--- src/rtl/ace_arb_pkg.sv ---
// Shared types and constants for the ACE line arbiter.
// ACE_ARB_TIMEOUT_EN enables the MEM_WAIT abort timer in the top level.
package ace_arb_pkg;

    typedef enum logic [2:0] {
        IDLE      = 3'd0,
        RD_XFER   = 3'd1,
        WR_XFER   = 3'd2,
        MEM_WAIT  = 3'd3,
        SN_XFER   = 3'd4,
        SN_RESP   = 3'd5
    } arb_state_t;

    localparam logic SNOOP_CLEAN      = 1'b1;
    localparam logic SNOOP_INVALIDATE = 1'b0;

    localparam int TMO_CYCLES_DEFAULT = 16;
    localparam int TMO_CNT_W          = 8;

    // Round-robin pick encoding: bit 0 of the request vector is read.
    localparam logic RR_RD = 1'b0;
    localparam logic RR_WR = 1'b1;

endpackage

--- src/rtl/ace_arb_rr.sv ---
// Two-way read/write round-robin pointer for the ACE line arbiter.
// pick is only meaningful while at least one request bit is set.
module ace_arb_rr
    import ace_arb_pkg::*;
(
    input  logic       clk,
    input  logic       rst_n,
    input  logic [1:0] req,
    input  logic       adv,
    output logic       pick
);

    logic last;

    always_comb begin
        pick = last;
        if (req == 2'b11) begin
            pick = ~last;
        end else if (req[0]) begin
            pick = RR_RD;
        end else if (req[1]) begin
            pick = RR_WR;
        end
    end

    // Reset to "last = write" so the first tie goes to read.
    always_ff @(posedge clk or negedge rst_n) begin
        if (!rst_n) begin
            last <= RR_WR;
        end else if (adv) begin
            last <= pick;
        end
    end

endmodule

--- src/rtl/ace_line_arbiter.sv ---
// Arbitrates read, write and snoop access to one ACE cache line's state FSM.
// Define ACE_ARB_TIMEOUT_EN to abort MEM_WAIT after TMO_CYCLES cycles (pulses tmo_err).
//
// state     | meaning
// ----------+-----------------------------------------------------------
// IDLE      | waiting for a request; snoop first, then rd/wr round-robin
// RD_XFER   | one-cycle read grant, lf_arvalid to the line FSM
// WR_XFER   | one-cycle write grant, lf_awvalid to the line FSM
// MEM_WAIT  | line missed, waiting for mem_done (or timeout)
// SN_XFER   | one-cycle snoop grant, lf_acvalid/lf_acsnoop to the line FSM
// SN_RESP   | holding crvalid/cr_dirty until crready
module ace_line_arbiter
    import ace_arb_pkg::*;
#(
    parameter int TMO_CYCLES = TMO_CYCLES_DEFAULT
) (
    input  logic clk,
    input  logic rst_n,
    input  logic rd_req,
    input  logic wr_req,
    input  logic sn_req,
    input  logic sn_clean,
    output logic rd_gnt,
    output logic wr_gnt,
    output logic sn_gnt,
    output logic lf_arvalid,
    output logic lf_awvalid,
    output logic lf_acvalid,
    output logic lf_acsnoop,
    output logic lf_crready,
    input  logic invalid,
    input  logic unique_clean,
    input  logic unique_dirty,
    input  logic mem_done,
    output logic crvalid,
    output logic cr_dirty,
    input  logic crready,
    output logic busy,
    output logic tmo_err
);

    arb_state_t state, state_nxt;
    logic miss_q, miss_nxt;
    logic clean_q, clean_nxt;
    logic dirty_q, dirty_nxt;
    logic rr_pick;
    logic rr_adv;

    assign rr_adv = (state == IDLE) && !sn_req && (rd_req || wr_req);

    ace_arb_rr u_rr (
        .clk   (clk),
        .rst_n (rst_n),
        .req   ({wr_req, rd_req}),
        .adv   (rr_adv),
        .pick  (rr_pick)
    );

`ifdef ACE_ARB_TIMEOUT_EN
    logic [TMO_CNT_W-1:0] tmo_cnt;

    // Down-counter reloads outside MEM_WAIT; zero marks the last allowed wait cycle.
    always_ff @(posedge clk or negedge rst_n) begin
        if (!rst_n) begin
            tmo_cnt <= '0;
        end else if (state != MEM_WAIT) begin
            tmo_cnt <= TMO_CNT_W'(TMO_CYCLES - 1);
        end else if (tmo_cnt != '0) begin
            tmo_cnt <= tmo_cnt - 1'b1;
        end
    end
`endif

    always_ff @(posedge clk or negedge rst_n) begin
        if (!rst_n) begin
            state   <= IDLE;
            miss_q  <= 1'b0;
            clean_q <= 1'b0;
            dirty_q <= 1'b0;
        end else begin
            state   <= state_nxt;
            miss_q  <= miss_nxt;
            clean_q <= clean_nxt;
            dirty_q <= dirty_nxt;
        end
    end

    always_comb begin
        state_nxt  = state;
        miss_nxt   = miss_q;
        clean_nxt  = clean_q;
        dirty_nxt  = dirty_q;
        rd_gnt     = 1'b0;
        wr_gnt     = 1'b0;
        sn_gnt     = 1'b0;
        lf_arvalid = 1'b0;
        lf_awvalid = 1'b0;
        lf_acvalid = 1'b0;
        lf_acsnoop = SNOOP_INVALIDATE;
        lf_crready = 1'b0;
        crvalid    = 1'b0;
        cr_dirty   = 1'b0;
        tmo_err    = 1'b0;
        busy       = (state != IDLE);

        case (state)
            IDLE: begin
                if (sn_req) begin
                    state_nxt = SN_XFER;
                    clean_nxt = sn_clean;
                    miss_nxt  = invalid;
                end else if (rd_req || wr_req) begin
                    state_nxt = (rr_pick == RR_WR) ? WR_XFER : RD_XFER;
                    miss_nxt  = invalid;
                end
            end
            RD_XFER: begin
                rd_gnt     = 1'b1;
                lf_arvalid = 1'b1;
                state_nxt  = miss_q ? MEM_WAIT : IDLE;
            end
            WR_XFER: begin
                wr_gnt     = 1'b1;
                lf_awvalid = 1'b1;
                state_nxt  = miss_q ? MEM_WAIT : IDLE;
            end
            MEM_WAIT: begin
                if (mem_done) begin
                    state_nxt = IDLE;
                end
`ifdef ACE_ARB_TIMEOUT_EN
                else if (tmo_cnt == '0) begin
                    tmo_err   = 1'b1;
                    state_nxt = IDLE;
                end
`endif
            end
            SN_XFER: begin
                sn_gnt     = 1'b1;
                lf_acvalid = 1'b1;
                lf_acsnoop = clean_q;
                // A line claiming both clean and dirty is reported clean.
                dirty_nxt  = unique_dirty & ~unique_clean;
                state_nxt  = SN_RESP;
            end
            SN_RESP: begin
                crvalid    = 1'b1;
                cr_dirty   = dirty_q;
                lf_crready = crready;
                if (crready) begin
                    state_nxt = IDLE;
                end
            end
            default: begin
                state_nxt = IDLE;
            end
        endcase
    end

endmodule

--- config.mk ---
export PLATFORM = sky130hd
export DESIGN_NAME = ace_line_arbiter
export DESIGN_NICKNAME = d
export VERILOG_FILES = /design/src/rtl/ace_arb_pkg.sv /design/src/rtl/ace_arb_rr.sv /design/src/rtl/ace_line_arbiter.sv
export SDC_FILE = /design/constraint.sdc
export NUM_CORES = 1
export LEC_CHECK = 0
export ABC_AREA = 1
export BUFFER_PORTS_ARGS = -buffer_cell sky130_fd_sc_hd__buf_2
export CORE_AREA = 2 2 40 42
export CTS_CLUSTER_SIZE = 20
export DETAILED_ROUTE_END_ITERATION = 10
export DIE_AREA = 0 0 42 44
export GPL_TIMING_DRIVEN = 0
export PLACE_DENSITY = 0.71
export SETUP_SLACK_MARGIN = 0.5
export SYNTH_ARGS = -nofsm -noshare
export SYNTH_HDL_FRONTEND = slang
export SYNTH_SLANG_ARGS = --single-unit
--- constraint.sdc ---
create_clock -name clk -period 1.8 [get_ports clk]
set_input_delay 0.09 -clock clk [delete_from_list [all_inputs] [get_ports clk]]
set_output_delay 0.09 -clock clk [all_outputs]
set_load 0.01 [all_outputs]
==> impl_metrics.env <==
export IMPL_p_per_area_nw_per_um2=1650
export IMPL_port_buffers=21
export IMPL_synthArstFlopShare=1.00
export IMPL_layout_nets=116
export IMPL_yosys_warnings=0
export IMPL_synthTopCellsByArea="dfrtp_1 (32%), nand2_1 (13%), nor2_1 (8.9%), nand3_1 (7.6%), inv_1 (7.3%)"
export IMPL_cts_tree="yes"
export IMPL_grt_max_degree=8
export IMPL_synth_seq_area_share=0.381
export IMPL_met2_usage=0.209
export IMPL_drive_above_1_share=0.529
export IMPL_dp_hpwl_um=827
export IMPL_drcViolationCount=0
export IMPL_h_tree_depth=1
export IMPL_ios=23
export IMPL_yosys_area_top_type_share=0.324
export IMPL_p_leak_nw=0.452
export IMPL_cts_buffers_inserted=3
export IMPL_grt_util_met1=0.146
export IMPL_wl_per_cell_um=9.74
export IMPL_synth_largest_area_cell="dfrtp_1"
export IMPL_area_delta_synth_final_pct=65.1
export IMPL_drt_iter0_markers=13
export IMPL_cp_max_fo=2
export IMPL_finalNonFillerCells=120
export IMPL_grt_busiest_layer="met2"
export IMPL_gr_usage_met3=0.0417
export IMPL_die_area_sq_um=1850
export IMPL_syn_inst=69
export IMPL_avgSynthCellArea_sq_um=6.71
export IMPL_synth_enable_flop_cells=0
export IMPL_critPathLaunchType="flip-flop"
export IMPL_endpoint_kind="output pin"
export IMPL_fp_coreArea_sq_um=1420
export IMPL_die_h_um=44
export IMPL_cts_sinks=7
export IMPL_synth_seq_cells=7
export IMPL_via_per_inst=4.48
export IMPL_drv_slew=0
export IMPL_critPathKind="reg -> out"
export IMPL_grt_pass1_vias=481
export IMPL_finalHoldViolCount=0
export IMPL_fin_skew_ns=0.00398
export IMPL_place_inst=106
export IMPL_yosysMostFrequentCell="nand2_1"
export IMPL_peakVddDrop_mv=0.695
export IMPL_antenna_found_initial=0
export IMPL_clk_pin_slew_ns=0.05
export IMPL_dieWidth_um=42
export IMPL_ys_flop_type="dfrtp_1"
export IMPL_grt_total_usage=0.133
export IMPL_syn_nets=80
export IMPL_setup_viol=0
export IMPL_vias=538
export IMPL_gp_congestion=0.822
export IMPL_rsz0062_at_grt="yes"
export IMPL_tns_ns=0
export IMPL_cts_buffer_depth=2
export IMPL_row_count=14
export IMPL_insertion_delay_ns=0.26
export IMPL_firstDrtPassIters=4
export IMPL_outcome="completed"
export IMPL_max_cap_violations=0
export IMPL_hold_ws_ns=0.0657
export IMPL_post_route_period_util=0.713
export IMPL_antenna_left=0
export IMPL_yosys_cell_types_count=17
export IMPL_max_freq_ghz=0.779
export IMPL_hp_class="in -> reg"
export IMPL_gr_total_overflow=0
export IMPL_worst_endpoint_required_ns=1.71
export IMPL_synth_common_cells="nand2_1 (16), nor2_1 (11), inv_1 (9)"
export IMPL_arrival_ns=1.19
export IMPL_p_total_w=0.00126
export IMPL_start_util=0.326
export IMPL_postLayoutCoreUtil=0.539
export IMPL_syn_area_sq_um=463
export IMPL_routed_wirelength_um=1170
export IMPL_clock_root_buffer="clkbuf_4"
export IMPL_antennaDiodeCount=0
export IMPL_finalCriticalPeriod_ns=1.28
export IMPL_grt_pass1_wl_um=1840
-- repair_timing --
item | CTS | global route
pin swaps | 0 | 2
buffers inserted | 5 | 4
hold buffers | 1 | 0
gates resized for setup | 5 | 12
endpoints found under the hold margin | 7 | 0
endpoints found under the setup margin | 3 | 6
-- layout by cell type (no fill, tap or decap) --
cell	count
nor2_2	2
o21ai_1	2
dfrtp_2	1
inv_2	5
nand3b_1	1
buf_12	1
dfrtp_1	5
clkbuf_1	1
a21oi_1	1
o21ai_0	1
conb_1	1
nand2_2	1
nand2_4	2
dlygate4sd3_1	1
buf_2	18
clkbuf_4	3
nand3_2	1
nor2_4	2
nand3_4	1
inv_4	2
buf_6	3
nor2_1	9
nand2_1	15
dfstp_2	1
buf_4	12
nand3_1	6
inv_1	6
-- logic make-up (layout without fill, tap and decap cells) --
family                 count (synthesis)  after routing  synth area share
flip-flops                             7              7             0.381
other                                  1              1           0.00810
AND/OR/NAND/NOR                       40             40             0.397
AO/OA/AOI/OAI                          4              4            0.0432
buffers and inverters                 17             52             0.170
-- critical path, cell delays in order, from the launching register on --
cell and delay (ns):
dfrtp_1 0.39, buf_4 0.15, nand3_1 0.09, inv_1 0.05, buf_4 0.12, buf_2 0.13
-- layer usage --
metal	vias to the layer above	share of wire
li1	274	-
met1	243	0.39
met2	16	0.52
met3	5	0.062
met4	0	0.026
met5	-	0
-- registers in the layout (all words and copies together), names as in the netlist --
register,count
state,3
clean_q,1
dirty_q,1
miss_q,1
u_rr.last,1
-- worst paths after layout --
kind                       startpoint   endpoint  slack (ns)  cells past startpoint
max reg2reg                  state[0]   state[1]        0.59                      8
min reg2reg                    miss_q     miss_q        0.47                      2
max in group asynchronous       rst_n  u_rr.last        1.37                      2
max                          state[0]     rd_gnt        0.52                      5
min in group asynchronous       rst_n    dirty_q        0.20                      2
min                           invalid     miss_q        0.07                      3
-- report_power, final --
group	switching (W)	total, W	internal, W	leakage (nW)
Sequential	0.0000483	0.000289	0.000241	0.0835
Clock	0.0000629	0.000148	0.0000849	0.0150
Combinational	0.000424	0.000823	0.000399	0.353
Total	0.000536	0.00126	0.000724	0.452
-- stage by stage --
step                      area (sq um)  setup WS [ns]
after global routing               764          0.467
after global placement             588          0.636
after CTS                          671          0.501
after floorplan                    463          0.723
after detailed placement           588          0.600
final                              764          0.516
-- layout make-up --
class | count | area (sq um)
well taps | 16 | 20.0
multi-input cells | 45 | 243
repair buffers | 31 | 214
flip-flops and latches | 7 | 178
clock buffers | 4 | 26.3
fillers | 140 | 654
inverters | 13 | 53.8
plain buffers | 4 | 30.0
Note: power is estimated with default switching activity, not from simulation.
